**src/rtl/shift_reg_ctrl.sv**
```systemverilog
`default_nettype none
// ============================================================================
// Module   : shift_reg_ctrl
// Brief    : Command sequencer driving a universal shift register's select,
//            parallel and serial-fill inputs (load / shift / rotate / nop).
// Revision : 1.0 - initial release
// ============================================================================
module shift_reg_ctrl #(
    parameter int WIDTH = 4,
    parameter int CNT_W = 3
) (
    input  logic             clk,
    input  logic             clear,
    input  logic             cmd_valid,
    output logic             cmd_ready,
    input  logic [1:0]       cmd_op,
    input  logic [CNT_W-1:0] cmd_count,
    input  logic [WIDTH-1:0] cmd_data,
    input  logic             cmd_fill,
    input  logic             cmd_rot,
    input  logic [WIDTH-1:0] o_par_fb,
    output logic             s1,
    output logic             s0,
    output logic [WIDTH-1:0] i_par,
    output logic             msb,
    output logic             lsb,
    output logic             busy,
    output logic             done
);

    typedef enum logic [1:0] {
        IDLE  = 2'd0,
        LOAD  = 2'd1,
        SHIFT = 2'd2,
        DONE  = 2'd3
    } state_t;

    localparam logic [1:0] OP_NOP  = 2'b00;
    localparam logic [1:0] OP_SHR  = 2'b01;
    localparam logic [1:0] OP_SHL  = 2'b10;
    localparam logic [1:0] OP_LOAD = 2'b11;

    state_t           state_q, state_d;
    logic [1:0]       op_q, op_d;
    logic [CNT_W-1:0] cnt_q, cnt_d;
    logic             fill_q, fill_d;
    logic             rot_q, rot_d;
    logic [1:0]       sel_q, sel_d;
    logic [WIDTH-1:0] par_q, par_d;
    logic             busy_q, busy_d;
    logic             done_q, done_d;

    // Outputs are computed for the state being entered, so select is valid
    // during the very cycle that state occupies.
    always_comb begin
        state_d = state_q;
        op_d    = op_q;
        cnt_d   = cnt_q;
        fill_d  = fill_q;
        rot_d   = rot_q;
        sel_d   = 2'b00;
        par_d   = '0;
        busy_d  = 1'b0;
        done_d  = 1'b0;
        case (state_q)
            IDLE: begin
                if (cmd_valid) begin
                    op_d   = cmd_op;
                    cnt_d  = cmd_count;
                    fill_d = cmd_fill;
                    rot_d  = cmd_rot;
                    if (cmd_op == OP_LOAD) begin
                        state_d = LOAD;
                        sel_d   = OP_LOAD;
                        par_d   = cmd_data;
                        busy_d  = 1'b1;
                    end else if (cmd_op != OP_NOP && cmd_count != '0) begin
                        state_d = SHIFT;
                        sel_d   = cmd_op;
                        busy_d  = 1'b1;
                    end else begin
                        state_d = DONE;
                        done_d  = 1'b1;
                    end
                end
            end
            LOAD: begin
                state_d = DONE;
                done_d  = 1'b1;
            end
            SHIFT: begin
                cnt_d = cnt_q - CNT_W'(1);
                if (cnt_q == CNT_W'(1)) begin
                    state_d = DONE;
                    done_d  = 1'b1;
                end else begin
                    sel_d  = op_q;
                    busy_d = 1'b1;
                end
            end
            DONE: begin
                state_d = IDLE;
            end
            default: begin
                state_d = IDLE;
            end
        endcase
    end

    always_ff @(posedge clk or negedge clear) begin
        if (!clear) begin
            state_q <= IDLE;
            op_q    <= 2'b00;
            cnt_q   <= '0;
            fill_q  <= 1'b0;
            rot_q   <= 1'b0;
            sel_q   <= 2'b00;
            par_q   <= '0;
            busy_q  <= 1'b0;
            done_q  <= 1'b0;
        end else begin
            state_q <= state_d;
            op_q    <= op_d;
            cnt_q   <= cnt_d;
            fill_q  <= fill_d;
            rot_q   <= rot_d;
            sel_q   <= sel_d;
            par_q   <= par_d;
            busy_q  <= busy_d;
            done_q  <= done_d;
        end
    end

    // Fill bits follow the live register output so a rotate wraps the bit
    // being shifted out in the same cycle.
    always_comb begin
        msb = 1'b0;
        lsb = 1'b0;
        if (state_q == SHIFT && op_q == OP_SHR) begin
            msb = rot_q ? o_par_fb[0] : fill_q;
        end
        if (state_q == SHIFT && op_q == OP_SHL) begin
            lsb = rot_q ? o_par_fb[WIDTH-1] : fill_q;
        end
    end

    // Only the end bits of the feedback word are needed.
    logic w_unused_fb;
    assign w_unused_fb = ^o_par_fb;

    assign cmd_ready = (state_q == IDLE);
    assign s1        = sel_q[1];
    assign s0        = sel_q[0];
    assign i_par     = par_q;
    assign busy      = busy_q;
    assign done      = done_q;

endmodule
`default_nettype wire

```
**config.mk**
```make
export PLATFORM = sky130hd
export DESIGN_NAME = shift_reg_ctrl
export DESIGN_NICKNAME = d
export VERILOG_FILES = /design/src/rtl/shift_reg_ctrl.sv
export SDC_FILE = /design/constraint.sdc
export NUM_CORES = 1
export LEC_CHECK = 0
export BUFFER_PORTS_ARGS = -buffer_cell sky130_fd_sc_hd__buf_4
export CAP_MARGIN = 10
export CORE_UTILIZATION = 44
export DETAILED_ROUTE_END_ITERATION = 10
export HOLD_SLACK_MARGIN = 0.1
export PLACE_DENSITY_LB_ADDON = 0.12
export SKIP_CTS_REPAIR_TIMING = 1
export SLEW_MARGIN = 20
export SYNTH_ARGS = -nofsm -noshare
export SYNTH_HDL_FRONTEND = slang
export SYNTH_SLANG_ARGS = --single-unit
```
**constraint.sdc**
```tcl
create_clock -name clk -period 1.4 [get_ports clk]
set_input_delay 0 -clock clk [delete_from_list [all_inputs] [get_ports clk]]
set_output_delay 0 -clock clk [all_outputs]
set_load 0.01 [all_outputs]
```
==> results.json <==
{
  "cts.htree.levels": 1,
  "rsz0062_at_grt": "true",
  "synth_flop_cell": "dfrtp_1",
  "hold_slack_ns": 0.1002,
  "worst_pin_slew_ns": 0.2263,
  "synthCells": 92,
  "status": "complete, but fails checks",
  "grtUsageMet1": 0.2500,
  "io_buffers": 26,
  "setup_tns_ns": -0.01294,
  "root_buffer": "clkbuf_4",
  "period_share": 1.009,
  "vdd_drop_max_v": 0.001537,
  "antenna_left": 0,
  "start_util": 0.4703,
  "cp_data_arrival_time_ns": 1.59,
  "max_freq_mhz": 707.7,
  "die_w_um": 48.03,
  "clock_path_buffers": 2,
  "overflow": 0,
  "num-fill-cells": 126,
  "via_per_inst": 5.199,
  "grt_busiest_layer": "met2",
  "cp-end-kind": "register",
  "grt_pass1_wl_um": 3084,
  "cts_tree": "built",
  "dieArea_mm2": 0.002306,
  "p_leak_nw": 0.7899,
  "maxSlewViolCount": 0,
  "grt_max_degree": 18,
  "slew_headroom": 0.8491,
  "grt_util_met2": 0.3135,
  "place_congestion": 0.8181,
  "die_h_um": 48.03,
  "setup_viol": 1,
  "hold_class": "input pin to async pin",
  "dpl_cell_area_mm2": 0.001195,
  "num_vias": 941,
  "worstSkewPairLatency_ns": 0.28,
  "routed_wl_um": 2566,
  "num_rows": 16,
  "period_needed_ns": 1.413,
  "avgSynthCellArea_um2": 10.13,
  "power_density_mw_per_mm2": 1862,
  "syn_area_um2": 932.1,
  "yosysUniqueCellTypes": 27,
  "dpl.hpwl_um": 1476,
  "met3_usage": 0.03396,
  "crit_fanout": 6,
  "yosysWarnings": 0,
  "drt_iter0_drc": 30,
  "setup_slack_ns": -0.01294,
  "cts.reportedPaths.clkPinSlew_ns": 0.11,
  "syn_nets": 116,
  "wl_per_cell_um": 14.18,
  "cts_made_buffers": 3,
  "final_area_mm2": 0.001548,
  "violations": "setup timing",
  "finalHoldViolCount": 0,
  "drc": 0,
  "cp-start-kind": "register",
  "grt_pass1_vias": 717,
  "finClkSkew_ns": 0.003418,
  "clock-sinks": 17,
  "synth_seq_cells": 17,
  "yosysSeqAreaShare": 0.4564,
  "area_growth_pct": 66.04,
  "synth_edf_count": 0,
  "ys_async_sr_fraction": 1.000,
  "drtPass1Iterations": 4,
  "maxCapViolations": 0,
  "coreArea_mm2": 0.001982,
  "antenna_found_initial": 0,
  "critical_path_class": "register to register",
  "required_ns": 1.58,
  "grt.total_usage": 0.1966,
  "io_pins": 29,
  "antenna_cells": 0,
  "drive_above_1_share": 0.4481,
  "nNetsFinal": 179
}
-- critical path, cell delays in order, from the launching register on --
cell,delay (ns)
dfrtp_1,0.40
inv_2,0.10
buf_12,0.10
ha_4,0.16
buf_2,0.14
nand2b_1,0.12
o32ai_2,0.21
a21oi_1,0.07
-- synth_stat cells (3+ instances only) --
master    count  area [um2]
inv_1         6       22.52
nor2_1        3       11.26
buf_6         3       33.78
nand2_1       9       33.78
ha_1          6       75.07
and3_1        5       31.28
dfrtp_1      17       425.4
nand2b_1      3       18.77
a21oi_1       7       35.03
nand3_1       5       25.02
o21ai_0       6       30.03
o22ai_1       3       18.77
-- kinds of logic after synthesis --
logic type / Yosys count / synth area share
XOR/XNOR: 2 / 0.01880
flip-flops: 17 / 0.4564
multiplexers: 2 / 0.02416
AO/OA/AOI/OAI: 24 / 0.1611
AND/OR/NAND/NOR: 30 / 0.1705
adder cells (fa/ha/maj): 7 / 0.09261
buffers and inverters: 10 / 0.07650
-- power by group --
| group | leakage [nW] | switching (mW) | internal (mW) |
|---|---|---|---|
| registers | 0.212 | 0.136 | 0.674 |
| logic | 0.563 | 0.794 | 1.01 |
| clock network | 0.0150 | 0.158 | 0.110 |
| total | 0.790 | 1.09 | 1.79 |
-- path summary, 6_finish.rpt --
kind | start | endpoint | slack [ns] | cells after the start
max | state_q[0] | cnt_q[2] | -0.01 | 7
min | clear | rot_q | 0.10 | 2
max reg2reg | state_q[0] | cnt_q[2] | -0.01 | 7
min reg2reg | fill_q | fill_q | 0.51 | 1
max in group asynchronous | clear | state_q[1] | 1.09 | 2
min in group clk | cmd_count[2] | sel_q[0] | 0.12 | 4
-- metal layers --
metal / vias up / wire length [um]
li1: 450 / -
met1: 456 / 1115
met2: 33 / 1313
met3: 2 / 115
met4: 0 / 21
met5: - / 0
-- stage by stage --
stage	util	total power [mW]	cells	setup slack, ns
6_report	0.7809	2.882	181	-0.01294
5_1_grt	0.7809	3.096	181	-0.06366
4_1_cts	0.6162	2.283	156	-0.1313
3_5_place_dp	0.6029	2.012	152	-0.08391
3_3_place_gp	0.6029	1.986	152	0.01361
2_1_floorplan	-	1.553	92	0.02728
-- layout by cell type (no fill, tap or decap), drive strengths merged --
| cell type | n |
|---|---|
| buf | 48 |
| dfrtp | 17 |
| dlygate4sd3 | 14 |
| nand2 | 10 |
| a21oi | 7 |
| inv | 6 |
| o21ai | 6 |
| ha | 6 |
| and3 | 5 |
| nand3 | 5 |
| clkbuf | 4 |
| nor2 | 3 |
| nand2b | 3 |
| o22ai | 3 |
| o21a | 2 |
| nor3 | 2 |
| mux2 | 2 |
| xor2 | 2 |
| or3 | 1 |
| maj3 | 1 |
| a32o | 1 |
| a31oi | 1 |
| nor2b | 1 |
| a41o | 1 |
| a22oi | 1 |
| a21o | 1 |
| o32ai | 1 |
-- state kept, by name, indices dropped and copies added, names as in the netlist --
register / flops
busy: 1
done: 1
op_q: 2
sel_q: 2
state_q: 2
rot_q: 1
i_par: 4
fill_q: 1
cnt_q: 3
-- layout make-up --
cell class                      count  area (um2)  area share
Timing Repair Buffer               62       525.5      0.3395
Multi-Input combinational cell     65       513.0      0.3314
Sequential cell                    17       426.7      0.2757
Tap cell                           27       33.78     0.02183
Clock buffer                        4       26.28     0.01698
Inverter                            6       22.52     0.01455
No activity file was read; power rests on OpenSTA's default activity.
